### src/rtl/imuldiv_mul_pkg.sv
// Shared types and sizing helpers for the imuldiv iterative multiplier.
package imuldiv_mul_pkg;

  typedef enum logic [1:0] {
    ST_IDLE = 2'd0,
    ST_CAL  = 2'd1,
    ST_SIGN = 2'd2,
    ST_DONE = 2'd3
  } mul_state_e;

  // Counter must hold W/K itself, hence the +1.
  function automatic int cnt_width(input int w, input int k);
    return $clog2(w / k + 1);
  endfunction

endpackage

### src/rtl/imuldiv_int_mul_param_dpath.sv
// Datapath for the iterative multiplier: operand magnitudes, radix-2^K
// shift-add accumulator, step counter and final sign fix-up.
module imuldiv_int_mul_param_dpath
  import imuldiv_mul_pkg::*;
#(
  parameter int W = 32,
  parameter int K = 2
) (
  input  logic           clk,
  input  logic           reset,
  input  logic           load,
  input  logic           step,
  input  logic           negate,
  input  logic [W-1:0]   a_in,
  input  logic [W-1:0]   b_in,
  input  logic           signed_in,
  output logic [2*W-1:0] acc,
  output logic           b_zero_next,
  output logic           cnt_last
);

  localparam int CW = cnt_width(W, K);

  logic [2*W-1:0] a_reg;
  logic [2*W-1:0] acc_reg;
  logic [W-1:0]   b_reg;
  logic [CW-1:0]  cnt;
  logic           sign_reg;

  logic [W-1:0]   a_mag;
  logic [W-1:0]   b_mag;
  logic [W-1:0]   b_shift;
  logic [2*W-1:0] pp;

  // The most-negative operand negates to 2^(W-1), which still fits W unsigned bits.
  assign a_mag = (signed_in && a_in[W-1]) ? (~a_in + W'(1)) : a_in;
  assign b_mag = (signed_in && b_in[W-1]) ? (~b_in + W'(1)) : b_in;

  assign b_shift     = b_reg >> K;
  assign b_zero_next = (b_shift == '0);
  assign cnt_last    = (cnt == CW'(1));
  assign acc         = acc_reg;

  always_comb begin
    pp = '0;
    for (int i = 0; i < K; i++) begin
      if (b_reg[i]) pp = pp + (a_reg << i);
    end
  end

  always_ff @(posedge clk or negedge reset) begin
    if (!reset) begin
      a_reg    <= '0;
      b_reg    <= '0;
      acc_reg  <= '0;
      cnt      <= '0;
      sign_reg <= 1'b0;
    end else if (load) begin
      a_reg    <= {{W{1'b0}}, a_mag};
      b_reg    <= b_mag;
      acc_reg  <= '0;
      cnt      <= CW'(W / K);
      sign_reg <= signed_in & (a_in[W-1] ^ b_in[W-1]);
    end else if (step) begin
      acc_reg <= acc_reg + pp;
      a_reg   <= a_reg << K;
      b_reg   <= b_shift;
      cnt     <= cnt - CW'(1);
    end else if (negate && sign_reg) begin
      acc_reg <= ~acc_reg + (2*W)'(1);
    end
  end

endmodule

### src/rtl/imuldiv_int_mul_param.sv
// Iterative K-bits-per-cycle integer multiplier with val/rdy request and
// response channels and optional early termination on a zero multiplier.
module imuldiv_int_mul_param
  import imuldiv_mul_pkg::*;
#(
  parameter int W          = 32,
  parameter int K          = 2,
  parameter int EARLY_TERM = 1
) (
  input  logic           clk,
  input  logic           reset,
  input  logic [W-1:0]   mulreq_msg_a,
  input  logic [W-1:0]   mulreq_msg_b,
  input  logic           mulreq_msg_signed,
  input  logic           mulreq_val,
  output logic           mulreq_rdy,
  output logic [2*W-1:0] mulresp_msg_result,
  output logic           mulresp_val,
  input  logic           mulresp_rdy,
  output mul_state_e     dbg_state
);

  // Handshake: a transfer happens on a rising edge where val and rdy are both
  // high; rdy/val are pure state decodes, the response is held while rdy is low.

  mul_state_e state_q, state_d;
  logic       load, step, negate;
  logic       b_zero_next, cnt_last;
  logic       early_stop;

  assign early_stop = (EARLY_TERM != 0) && b_zero_next;

  always_ff @(posedge clk or negedge reset) begin
    if (!reset) state_q <= ST_IDLE;
    else        state_q <= state_d;
  end

  always_comb begin
    state_d = state_q;
    load    = 1'b0;
    step    = 1'b0;
    negate  = 1'b0;
    case (state_q)
      ST_IDLE: begin
        if (mulreq_val) begin
          load    = 1'b1;
          state_d = ST_CAL;
        end
      end
      ST_CAL: begin
        step = 1'b1;
        if (cnt_last || early_stop) state_d = ST_SIGN;
      end
      ST_SIGN: begin
        negate  = 1'b1;
        state_d = ST_DONE;
      end
      ST_DONE: begin
        if (mulresp_rdy) state_d = ST_IDLE;
      end
      default: state_d = ST_IDLE;
    endcase
  end

  assign mulreq_rdy  = (state_q == ST_IDLE);
  assign mulresp_val = (state_q == ST_DONE);
  assign dbg_state   = state_q;

  imuldiv_int_mul_param_dpath #(.W(W), .K(K)) u_dpath (
    .clk         (clk),
    .reset       (reset),
    .load        (load),
    .step        (step),
    .negate      (negate),
    .a_in        (mulreq_msg_a),
    .b_in        (mulreq_msg_b),
    .signed_in   (mulreq_msg_signed),
    .acc         (mulresp_msg_result),
    .b_zero_next (b_zero_next),
    .cnt_last    (cnt_last)
  );

endmodule

### config.mk
export PLATFORM = sky130hd
export DESIGN_NAME = imuldiv_int_mul_param
export DESIGN_NICKNAME = d
export VERILOG_FILES = /design/src/rtl/imuldiv_mul_pkg.sv /design/src/rtl/imuldiv_int_mul_param_dpath.sv /design/src/rtl/imuldiv_int_mul_param.sv
export SDC_FILE = /design/constraint.sdc
export NUM_CORES = 1
export LEC_CHECK = 0
export CAP_MARGIN = 40
export CELL_PAD_IN_SITES_DETAIL_PLACEMENT = 1
export CELL_PAD_IN_SITES_GLOBAL_PLACEMENT = 2
export CORE_MARGIN = 5
export CORE_UTILIZATION = 40
export CTS_BUF_LIST = sky130_fd_sc_hd__clkbuf_2 sky130_fd_sc_hd__clkbuf_4 sky130_fd_sc_hd__clkbuf_8
export DETAILED_ROUTE_END_ITERATION = 8
export PLACE_DENSITY = 0.93
export SYNTH_ARGS = -nofsm -noshare
export SYNTH_HDL_FRONTEND = slang
export SYNTH_HIERARCHICAL = 1
export SYNTH_SLANG_ARGS = --single-unit
### constraint.sdc
create_clock -name clk -period 18.8 [get_ports clk]
set_clock_uncertainty 0.05 [all_clocks]
set_input_delay 1.88 -clock clk [delete_from_list [all_inputs] [get_ports clk]]
set_output_delay 1.88 -clock clk [all_outputs]
set_load 0.1 [all_outputs]
==> run summary <==
via total after detailed routing: 19,265
H-tree depth reported by CTS: 4
insertion delay to the later sink of the worst-skew pair: 0.59 ns
data arrival time at the worst-slack endpoint: 7.81 ns
Synth async-reset ratio: 100%
number of synthesized flops with an enable pin: 0
Hold Path Class: reg2reg
overall die height: 230 um
library cells used by synthesis: 111
root buf cell: sky130_fd_sc_hd__clkbuf_8
number of fillers in the final layout: 5,765
number of antenna-violating nets in the routed design: 0
DR WL/cell: 22.0 um
worst supply voltage drop on vdd: 0.139 mV
required time reported for the critical path endpoint: 19.17 ns
maximum clock insertion buffer count: 2
fmax: 0.134 GHz
sequential fraction of the synthesis area: 21.7%
CP Class: reg2reg
worst hold margin: 0.493 ns
pin count of the biggest net entering global routing: 129
worst max-slew margin expressed relative to the limit: 34.9%
Pre-antenna DRT Iters: 5
number of synthesis warnings: 6
sort of element at the end of the critical path: register
total congestion overflow after global routing: 0
Total Die Area: 52,900 um2
die width: 230 um
maximum fanout count along the critical path: 78
most area-consuming cells after synthesis: sky130_fd_sc_hd__dfrtp_1 22%, sky130_fd_sc_hd__ha_1 7.2%, sky130_fd_sc_hd__xnor2_1 5.9%, sky130_fd_sc_hd__xor2_1 5.7%, sky130_fd_sc_hd__mux2i_1 5.2%
minimum period implied by the final worst setup slack: 7.44 ns
area overhead of the layout relative to synthesis: 16.4%
clock buffers created by TritonCTS: 17
fin. max-slew vios: 0
routed wire length: 70,000 um
post-synthesis net count: 2,682
Final Hold Fails: 0
leakage dissipation: 0.00931 uW
worst slew pin tran: 0.976 ns
cell taking the most area after synthesis: sky130_fd_sc_hd__dfrtp_1
global-route total usage across every layer: 25.8%
Initial Utilization: 40.4%
Yosys top cell area share: 21.7%
count of maximum capacitance violations: 0
total number of clock tree sinks: 168
final standard cell utilization of the core: 47.1%
kind of start point of the critical path: register
setup repair bufs after CTS: 0
Top Ports: 137
Main synth FF type: sky130_fd_sc_hd__dfrtp_1
via count of the first global-routing pass: 20,397
setup total negative slack: 0 ns
final estimated routing congestion in global placement: 0.912
number of antenna violations at the first check in global routing: 1
flip-flop and latch count after synthesis: 168
DRC violation total after the first TritonRoute iteration: 1,086
number of nets in the layout: 2,734
routed vias/inst: 6.06
ratio of total power to cell area: 203 nW/um2
Resized cells post-CTS: 0
RSZ-0062 raised after global routing: false
post-synthesis cell area: 19,400 um2
final period utilization: 39.6%
result of the run: completed
core area: 47,800 um2
hold_buf cts: 0
Post-DP HPWL: 54,400 um
cell count after synthesis: 2,499
clock transition at the register clock pins on the worst setup and hold paths after CTS: 0.10 ns
CTS tree: yes
DRC violation count after routing: 0
mean instance size in the synthesized netlist: 7.74 um2
first-pass GRT wire length: 111,000 um
count of input and output buffers: 136
share of cells above drive strength 1: 7.64%
final setup violating endpoints: 0
Cell Rows: 80
[cell usage after synthesis (6+ instances only)]
library cell,n
sky130_fd_sc_hd__mux2_2,17
sky130_fd_sc_hd__buf_1,19
sky130_fd_sc_hd__o21a_1,18
sky130_fd_sc_hd__a32o_1,8
sky130_fd_sc_hd__nor4_1,35
sky130_fd_sc_hd__o21ai_0,176
sky130_fd_sc_hd__nand3b_1,8
sky130_fd_sc_hd__inv_1,55
sky130_fd_sc_hd__mux2i_1,100
sky130_fd_sc_hd__o21bai_1,19
sky130_fd_sc_hd__xnor2_1,130
sky130_fd_sc_hd__nand3_1,38
sky130_fd_sc_hd__buf_2,29
sky130_fd_sc_hd__nand4bb_1,6
sky130_fd_sc_hd__a31oi_1,21
sky130_fd_sc_hd__nor2_1,216
sky130_fd_sc_hd__a311oi_1,7
sky130_fd_sc_hd__o31ai_1,26
sky130_fd_sc_hd__ha_1,112
sky130_fd_sc_hd__dfrtp_1,168
sky130_fd_sc_hd__or3_1,20
sky130_fd_sc_hd__a31o_2,6
sky130_fd_sc_hd__a21o_1,78
sky130_fd_sc_hd__and2_1,52
sky130_fd_sc_hd__a21oi_1,190
sky130_fd_sc_hd__nand2b_1,19
sky130_fd_sc_hd__nand2_1,253
sky130_fd_sc_hd__a22oi_1,6
sky130_fd_sc_hd__a21boi_0,7
sky130_fd_sc_hd__nand4_1,41
sky130_fd_sc_hd__and3_1,19
sky130_fd_sc_hd__xor2_1,127
sky130_fd_sc_hd__o211ai_1,13
sky130_fd_sc_hd__nor3_1,30
sky130_fd_sc_hd__nor2b_1,32
sky130_fd_sc_hd__a211oi_1,48
sky130_fd_sc_hd__o21ai_1,20
sky130_fd_sc_hd__o22ai_1,24
sky130_fd_sc_hd__clkbuf_1,129
sky130_fd_sc_hd__o41ai_1,9
sky130_fd_sc_hd__a41oi_1,6
sky130_fd_sc_hd__or4_1,13
[per-layer routing]
metal | vias to the layer above | wire length (um) | global-route usage [%] | part of all wire (%)
met5 | - | 0 | 0 | 0
li1 | 9172 | - | - | -
met3 | 134 | 1880 | 3.23 | 2.7
met2 | 365 | 36000 | 47.4 | 51
met4 | 0 | 3260 | 12.0 | 4.7
met1 | 9594 | 28900 | 29.9 | 41
[power by group]
part | switching [uW] | internal (uW)
Sequential | 383 | 527
Clock | 162 | 136
Combinational | 2090 | 1280
Total | 2630 | 1940
[cell usage in the layout (no fill, tap or decap), types with 21 or more instances in the layout]
cell type	synthesis	routed
sky130_fd_sc_hd__a211oi_1	48	48
sky130_fd_sc_hd__a21o_1	78	78
sky130_fd_sc_hd__a21oi_1	190	190
sky130_fd_sc_hd__a31oi_1	21	21
sky130_fd_sc_hd__and2_1	52	51
sky130_fd_sc_hd__buf_8	0	51
sky130_fd_sc_hd__clkdlybuf4s50_1	0	135
sky130_fd_sc_hd__dfrtp_1	168	166
sky130_fd_sc_hd__ha_1	112	111
sky130_fd_sc_hd__inv_1	55	55
sky130_fd_sc_hd__mux2i_1	100	100
sky130_fd_sc_hd__nand2_1	253	253
sky130_fd_sc_hd__nand3_1	38	38
sky130_fd_sc_hd__nand4_1	41	41
sky130_fd_sc_hd__nor2_1	216	216
sky130_fd_sc_hd__nor2b_1	32	32
sky130_fd_sc_hd__nor3_1	30	30
sky130_fd_sc_hd__nor4_1	35	35
sky130_fd_sc_hd__o21ai_0	176	176
sky130_fd_sc_hd__o22ai_1	24	24
sky130_fd_sc_hd__o31ai_1	26	26
sky130_fd_sc_hd__xnor2_1	130	130
sky130_fd_sc_hd__xor2_1	127	127
[layout make-up]
cell class	instances	area, um2	area share [%]
clock inverter	13	171	0.761
tap	615	769	3.42
sequential	168	4210	18.7
antenna	1	2.50	0.0111
timing repair buffer	218	2730	12.1
clock buffer	19	249	1.11
inverter	56	210	0.933
multi-input combinational	2090	14200	62.9
[kinds of logic after synthesis]
family,after synthesis,synth area share (%)
AOI/OAI and AO/OA,768,26.2
xor gates and xnor gates,257,11.6
adders and majority gates,116,7.55
buffers and inverters,241,5.11
DFF,168,21.7
muxes,118,6.22
and+or+nand+nor,831,21.6
[metrics by stage]
stage          area, um2  setup WS [ns]  power (uW)  instances
3_3_place_gp       20800          11.72        3870       3078
4_1_cts            22500          11.44        4570       3179
5_1_grt            22500          10.80        4850       3180
2_1_floorplan      19400          11.56        3110       2499
6_report           22500          11.36        4570       3180
3_5_place_dp       22100          11.51        4250       3147
[critical path: stages, from the launching register on]
cell and delay [ns]:
sky130_fd_sc_hd__dfrtp_4 0.91, sky130_fd_sc_hd__buf_4 0.65, sky130_fd_sc_hd__inv_2 0.30, sky130_fd_sc_hd__or3_1 0.45
sky130_fd_sc_hd__a21oi_2 0.23, sky130_fd_sc_hd__o211ai_1 0.18, sky130_fd_sc_hd__a2111oi_4 0.53, sky130_fd_sc_hd__o21ai_1 0.24
sky130_fd_sc_hd__a21oi_1 0.30, sky130_fd_sc_hd__xnor2_1 0.16, sky130_fd_sc_hd__nor2_1 0.08, sky130_fd_sc_hd__xnor2_1 0.15
sky130_fd_sc_hd__ha_1 0.37, sky130_fd_sc_hd__nand2_1 0.12, sky130_fd_sc_hd__nor2_1 0.24, sky130_fd_sc_hd__nand2_1 0.13
sky130_fd_sc_hd__nor4b_1 0.24, sky130_fd_sc_hd__o21ai_0 0.25, sky130_fd_sc_hd__a2111oi_0 0.70, sky130_fd_sc_hd__nor2_1 0.17
sky130_fd_sc_hd__o21ai_1 0.31, sky130_fd_sc_hd__a41oi_1 0.19, sky130_fd_sc_hd__xor2_1 0.20, sky130_fd_sc_hd__o22ai_1 0.11
[path summary, 6_finish.rpt]
kind,endpoint,cells past startpoint,slack [ns],startpoint
worst max-delay path,u_dpath/acc[61],23,11.36,u_dpath/b_reg[0]
worst min-delay path,u_dpath/sign_reg,2,0.49,u_dpath/sign_reg
worst max register to register,u_dpath/acc[61],23,11.36,u_dpath/b_reg[0]
worst min register to register,u_dpath/sign_reg,2,0.49,u_dpath/sign_reg
max in group asynchronous,u_dpath/a_reg[14],2,16.26,reset
min in group asynchronous,u_dpath/acc[54],1,1.18,reset
No activity file was read; power rests on OpenSTA's default activity.
